**src/rtl/bin2bcd_seg_seq.sv**
```systemverilog
// Sequential double-dabble binary-to-BCD converter (one bit per clock) with per-digit
// 7-segment decode, optional leading-zero blanking and saturation to all 9s on overflow.
module bin2bcd_seg_seq #(
  parameter int N_IN     = 14,
  parameter int N_DIG    = 4,
  parameter int BLANK_LZ = 1
) (
  input  logic               clk,
  input  logic               rst_n,
  input  logic               start,
  input  logic [N_IN-1:0]    bin_in,
  output logic               busy,
  output logic               done,
  output logic               overflow,
  output logic [4*N_DIG-1:0] bcd_out,
  output logic [7*N_DIG-1:0] seg_out
);

  localparam int SW = 4*N_DIG + N_IN;
  localparam int CW = $clog2(N_IN);

  function automatic logic [63:0] pow10(input int n);
    logic [63:0] p;
    p = 64'd1;
    for (int i = 0; i < n; i++) p = p * 64'd10;
    return p;
  endfunction

  // Largest value representable in N_DIG decimal digits; wider than any legal bin_in.
  localparam logic [63:0] MAX_VAL = pow10(N_DIG) - 64'd1;

  function automatic logic [6:0] seg7(input logic [3:0] d);
    case (d)
      4'd0:    seg7 = 7'h3F;
      4'd1:    seg7 = 7'h06;
      4'd2:    seg7 = 7'h5B;
      4'd3:    seg7 = 7'h4F;
      4'd4:    seg7 = 7'h66;
      4'd5:    seg7 = 7'h6D;
      4'd6:    seg7 = 7'h7D;
      4'd7:    seg7 = 7'h07;
      4'd8:    seg7 = 7'h7F;
      4'd9:    seg7 = 7'h6F;
      default: seg7 = 7'h00;
    endcase
  endfunction

  typedef enum logic [1:0] {S_IDLE, S_SHIFT, S_DONE} state_t;

  state_t               r_state, w_next;
  logic [SW-1:0]        r_sr, w_adj;
  logic [CW-1:0]        r_cnt;
  logic                 r_ovf;
  logic                 w_ovf_in;
  logic [4*N_DIG-1:0]   w_bcd;
  logic [7*N_DIG-1:0]   w_seg;
  logic [N_DIG-1:0]     w_lz;

  always_ff @(posedge clk or negedge rst_n) begin
    if (!rst_n) r_state <= S_IDLE;
    else        r_state <= w_next;
  end

  always_comb begin
    w_next = r_state;
    busy   = 1'b0;
    case (r_state)
      S_IDLE:  if (start) w_next = S_SHIFT;
      S_SHIFT: begin
        busy = 1'b1;
        if (r_cnt == CW'(N_IN-1)) w_next = S_DONE;
      end
      S_DONE:  w_next = S_IDLE;
      default: w_next = S_IDLE;
    endcase
  end

  assign w_ovf_in = (64'(bin_in) > MAX_VAL);

  // Add-3 correction on every BCD nibble, applied before the same-cycle shift.
  always_comb begin
    w_adj = r_sr;
    for (int k = 0; k < N_DIG; k++)
      if (r_sr[N_IN+4*k +: 4] >= 4'd5) w_adj[N_IN+4*k +: 4] = r_sr[N_IN+4*k +: 4] + 4'd3;
  end

  always_ff @(posedge clk or negedge rst_n) begin
    if (!rst_n) begin
      r_sr  <= '0;
      r_cnt <= '0;
      r_ovf <= 1'b0;
    end else begin
      case (r_state)
        S_IDLE: if (start) begin
          r_sr  <= {{(4*N_DIG){1'b0}}, bin_in};
          r_cnt <= '0;
          r_ovf <= w_ovf_in;
        end
        S_SHIFT: begin
          r_sr  <= {w_adj[SW-2:0], 1'b0};
          r_cnt <= r_cnt + 1'b1;
        end
        default: ;
      endcase
    end
  end

  assign w_bcd = r_ovf ? {N_DIG{4'h9}} : r_sr[SW-1 -: 4*N_DIG];

  // w_lz[k]: digits k..N_DIG-1 are all zero.
  always_comb begin
    w_lz = '0;
    w_lz[N_DIG-1] = (w_bcd[4*(N_DIG-1) +: 4] == 4'd0);
    for (int k = N_DIG-2; k >= 0; k--)
      w_lz[k] = w_lz[k+1] & (w_bcd[4*k +: 4] == 4'd0);
  end

  for (genvar k = 0; k < N_DIG; k++) begin : g_seg
    if (BLANK_LZ != 0 && k > 0) begin : g_blank
      assign w_seg[7*k +: 7] = (!r_ovf && w_lz[k]) ? 7'h00 : seg7(w_bcd[4*k +: 4]);
    end else begin : g_show
      assign w_seg[7*k +: 7] = seg7(w_bcd[4*k +: 4]);
    end
  end

  always_ff @(posedge clk or negedge rst_n) begin
    if (!rst_n) begin
      done     <= 1'b0;
      overflow <= 1'b0;
      bcd_out  <= '0;
      seg_out  <= '0;
    end else begin
      done <= (r_state == S_DONE);
      if (r_state == S_DONE) begin
        overflow <= r_ovf;
        bcd_out  <= w_bcd;
        seg_out  <= w_seg;
      end
    end
  end

endmodule

```
**config.mk**
```make
export PLATFORM = sky130hd
export DESIGN_NAME = bin2bcd_seg_seq
export DESIGN_NICKNAME = d
export VERILOG_FILES = /design/src/rtl/bin2bcd_seg_seq.sv
export SDC_FILE = /design/constraint.sdc
export NUM_CORES = 1
export LEC_CHECK = 0
export CORE_MARGIN = 5
export CORE_UTILIZATION = 59
export CTS_CLUSTER_DIAMETER = 120
export DETAILED_ROUTE_END_ITERATION = 10
export PLACE_DENSITY = 0.86
export SETUP_SLACK_MARGIN = 0.2
export SYNTH_ARGS = -nofsm -noshare
export SYNTH_HDL_FRONTEND = slang
export SYNTH_SLANG_ARGS = --single-unit
```
**constraint.sdc**
```tcl
create_clock -name clk -period 4.8 [get_ports clk]
set_input_delay 1.44 -clock clk [delete_from_list [all_inputs] [get_ports clk]]
set_output_delay 1.44 -clock clk [all_outputs]
set_load 0.03 [all_outputs]
```
==> results.toml <==
[worst_setup_path]
end_kind = "output port"
crit_path_max_fanout = 21
crit_arrival_ns = 2.57
crit_type = "register to output port"
start_kind = "register"
worst_ep_required_time_ns = 3.36

[sta]
max_slew_margin_pct = 32.2
post-route-worst-setup-slack_ns = 0.789
holdWs_ns = 0.482
fin_crit_ns = 4.01
rsz0062_at_grt = "no"
finalSetupTns_ns = 0
post-route-period-util_pct = 83.6
maxSlewViolCount = 0
finalHoldViolCount = 0
setup_viol = 0
fmax_mhz = 249
fin_worst_skew_ns = 0.0122
worst_slew_pin_slew_ns = 1.02

[clock_network]
clk_latency_ns = 0.35
root_buffer = "clkbuf_8"
post_cts_buffers = 0
htree_levels = 3
clk_path_buf_depth = 2
post_cts_resized = 0
cts_buffers = 9
holdBufCountCts = 0
cts_tree = "built"
clk_pin_slew_worst_paths_ns = 0.09
cts.sinks = 83

[synthesis]
synthArstFlopShare_pct = 100
synth_edf_count = 0
ys_types = 46
syn_area_mm2 = 0.00445
ys_seq_area_share_pct = 46.7
ys_seq_elements = 83
synth_top_flop_cell = "dfrtp_1"
yosysTopAreaCellShare_pct = 46.7
synth_fp_nets = 525
synthTopCellsByArea = "dfrtp_1, ha_1, o21ai_0"
yosysTopAreaCell = "dfrtp_1"
netlist_instances = 477
avgSynthCellArea_um2 = 9.32
ys_warn_count = 0

[finish]
final_core_util_pct = 72.8
area_delta_synth_final_pct = 19.3
finalInstanceArea_mm2 = 0.00531
finalNetCount = 572
fill_cells = 545
multi_input_area_mm2 = 0.00214
fin_cells = 628
seqCellArea_mm2 = 0.00208
antenna_cells = 0
drive_gt1_share_pct = 5.48

[route]
wl_met1_mm = 4.23
drtAntennaViolNets = 0
wl_met2_mm = 4.55
viasPerCell = 5.68
wl_per_cell_um = 14.9
drt_first_pass_iters = 4
vias = 3564
drtIter0Drc = 194
top_layer = "met4"
wl_met3_um = 460
drt-total-wl_mm = 9.35
drc = 0

[global_routing]
grt_usage_pct = 20.5
grt_first_pass_wirelength_mm = 16.6
grt_pass1_vias = 3569
overflow = 0
antenna_found_initial = 0
grt_max_degree = 84

[floorplanning]
ioPinCount = 64
fp.dieArea_mm2 = 0.00938
start_util_pct = 61.0
row_count = 31
die_h_um = 96.8
core_area_mm2 = 0.00729
die_w_um = 96.8

[placement]
routabilityCongestion = 0.842
dpl_cell_area_mm2 = 0.00509
dp.cells = 612
place_hpwl_mm = 6.44
dp_slack_ns = 1.19
io_buffer_count = 63

[pwr]
p_total_mw = 3.58
peakVddDrop_mv = 0.313
powerDensity_mw_per_mm2 = 674
p_leak_nw = 2.35

[status]
status = "finished clean"

[worst_hold_path]
hold_path.class = "register to register"

[run]
max-cap-violations = 0
cells in the final DEF (no fill, tap or decap), types with 3 or more instances in the layout:
master and count:
a21oi_1 32, a221o_1 7, a22o_1 6, a22oi_1 14
a32o_1 4, and2_1 3, buf_4 6, clkbuf_8 9
clkdlybuf4s50_1 62, dfrtp_1 83, ha_1 31, inv_1 22
nand2_1 54, nand2b_1 14, nand3_1 5, nor2_1 30
nor2b_1 20, nor3_1 9, nor3b_1 4, o21a_1 4
o21ai_0 60, o22ai_1 5, o31ai_1 4, o32ai_1 3
or2_2 3, xnor2_1 6
worst max-delay path, stage by stage, from the launching register on:
cell             delay, ns
dfrtp_1               0.62
nand2b_1              0.27
inv_1                 0.53
clkdlybuf4s50_1       0.80
synth_stat cells (all sizes together) (3+ instances only):
cell type   n
nor3        9
buf        15
and2        3
a21oi      32
o32ai       3
o21ai      60
nand2      54
nor2       30
xnor2       6
nor2b      20
ha         31
inv        23
nand2b     15
o22ai       5
a32o        4
o21a        4
o311ai      3
or2         4
dfrtp      83
clkbuf     17
a22oi      14
o31ai       4
nor3b       5
nand3       5
a22o        6
a221o       7
worst paths after layout:
check | start | endpoint | slack (ns) | depth (start not counted)
max | r_state[1] | busy | 0.79 | 3
min | bcd_out[4] | bcd_out[4] | 0.48 | 2
max reg2reg | r_state[1] | seg_out[21] | 2.40 | 4
min reg2reg | bcd_out[4] | bcd_out[4] | 0.48 | 2
max in group asynchronous | rst_n | r_sr[27] | 2.89 | 1
min in group asynchronous | rst_n | bcd_out[11] | 1.27 | 1
flip-flops by register name, indices dropped and copies added, names as in the netlist:
name      flops
r_cnt         4
bcd_out      16
r_sr         30
seg_out      28
done          1
overflow      1
r_ovf         1
r_state       2
metal layers:
metal  track usage [%]  vias to the layer above
met5                 0                        -
met3              4.39                       13
li1                  -                     1752
met2              34.3                       83
met4              6.70                        0
met1              26.4                     1716
logic make-up after synthesis:
family                   Yosys count  share of synthesized area [%]
XOR/XNOR                           7                           1.38
flip-flops                        83                           46.7
buffers and inverters             55                           5.26
adder cells (fa/ha/maj)           31                           8.72
AO/OA/AOI/OAI                    150                           21.2
AND/OR/NAND/NOR                  150                           16.5
multiplexers                       1                          0.225
final cells by class:
class | instances | share of cell area [%]
multi-input cells | 339 | 40.3
flip-flops and latches | 83 | 39.1
inverters | 23 | 1.63
clock inverters | 6 | 1.70
clock buffers | 10 | 2.40
well taps | 99 | 2.33
repair buffers | 68 | 12.5
where the power goes:
part           internal [mW]  switching (mW)  total (mW)  leakage, nW
logic                  0.755            1.02        1.78         1.14
clock network          0.294           0.257       0.551        0.106
registers              0.963           0.285        1.25         1.11
total                   2.01            1.57        3.58         2.35
Note: power is estimated with default switching activity, not from simulation.
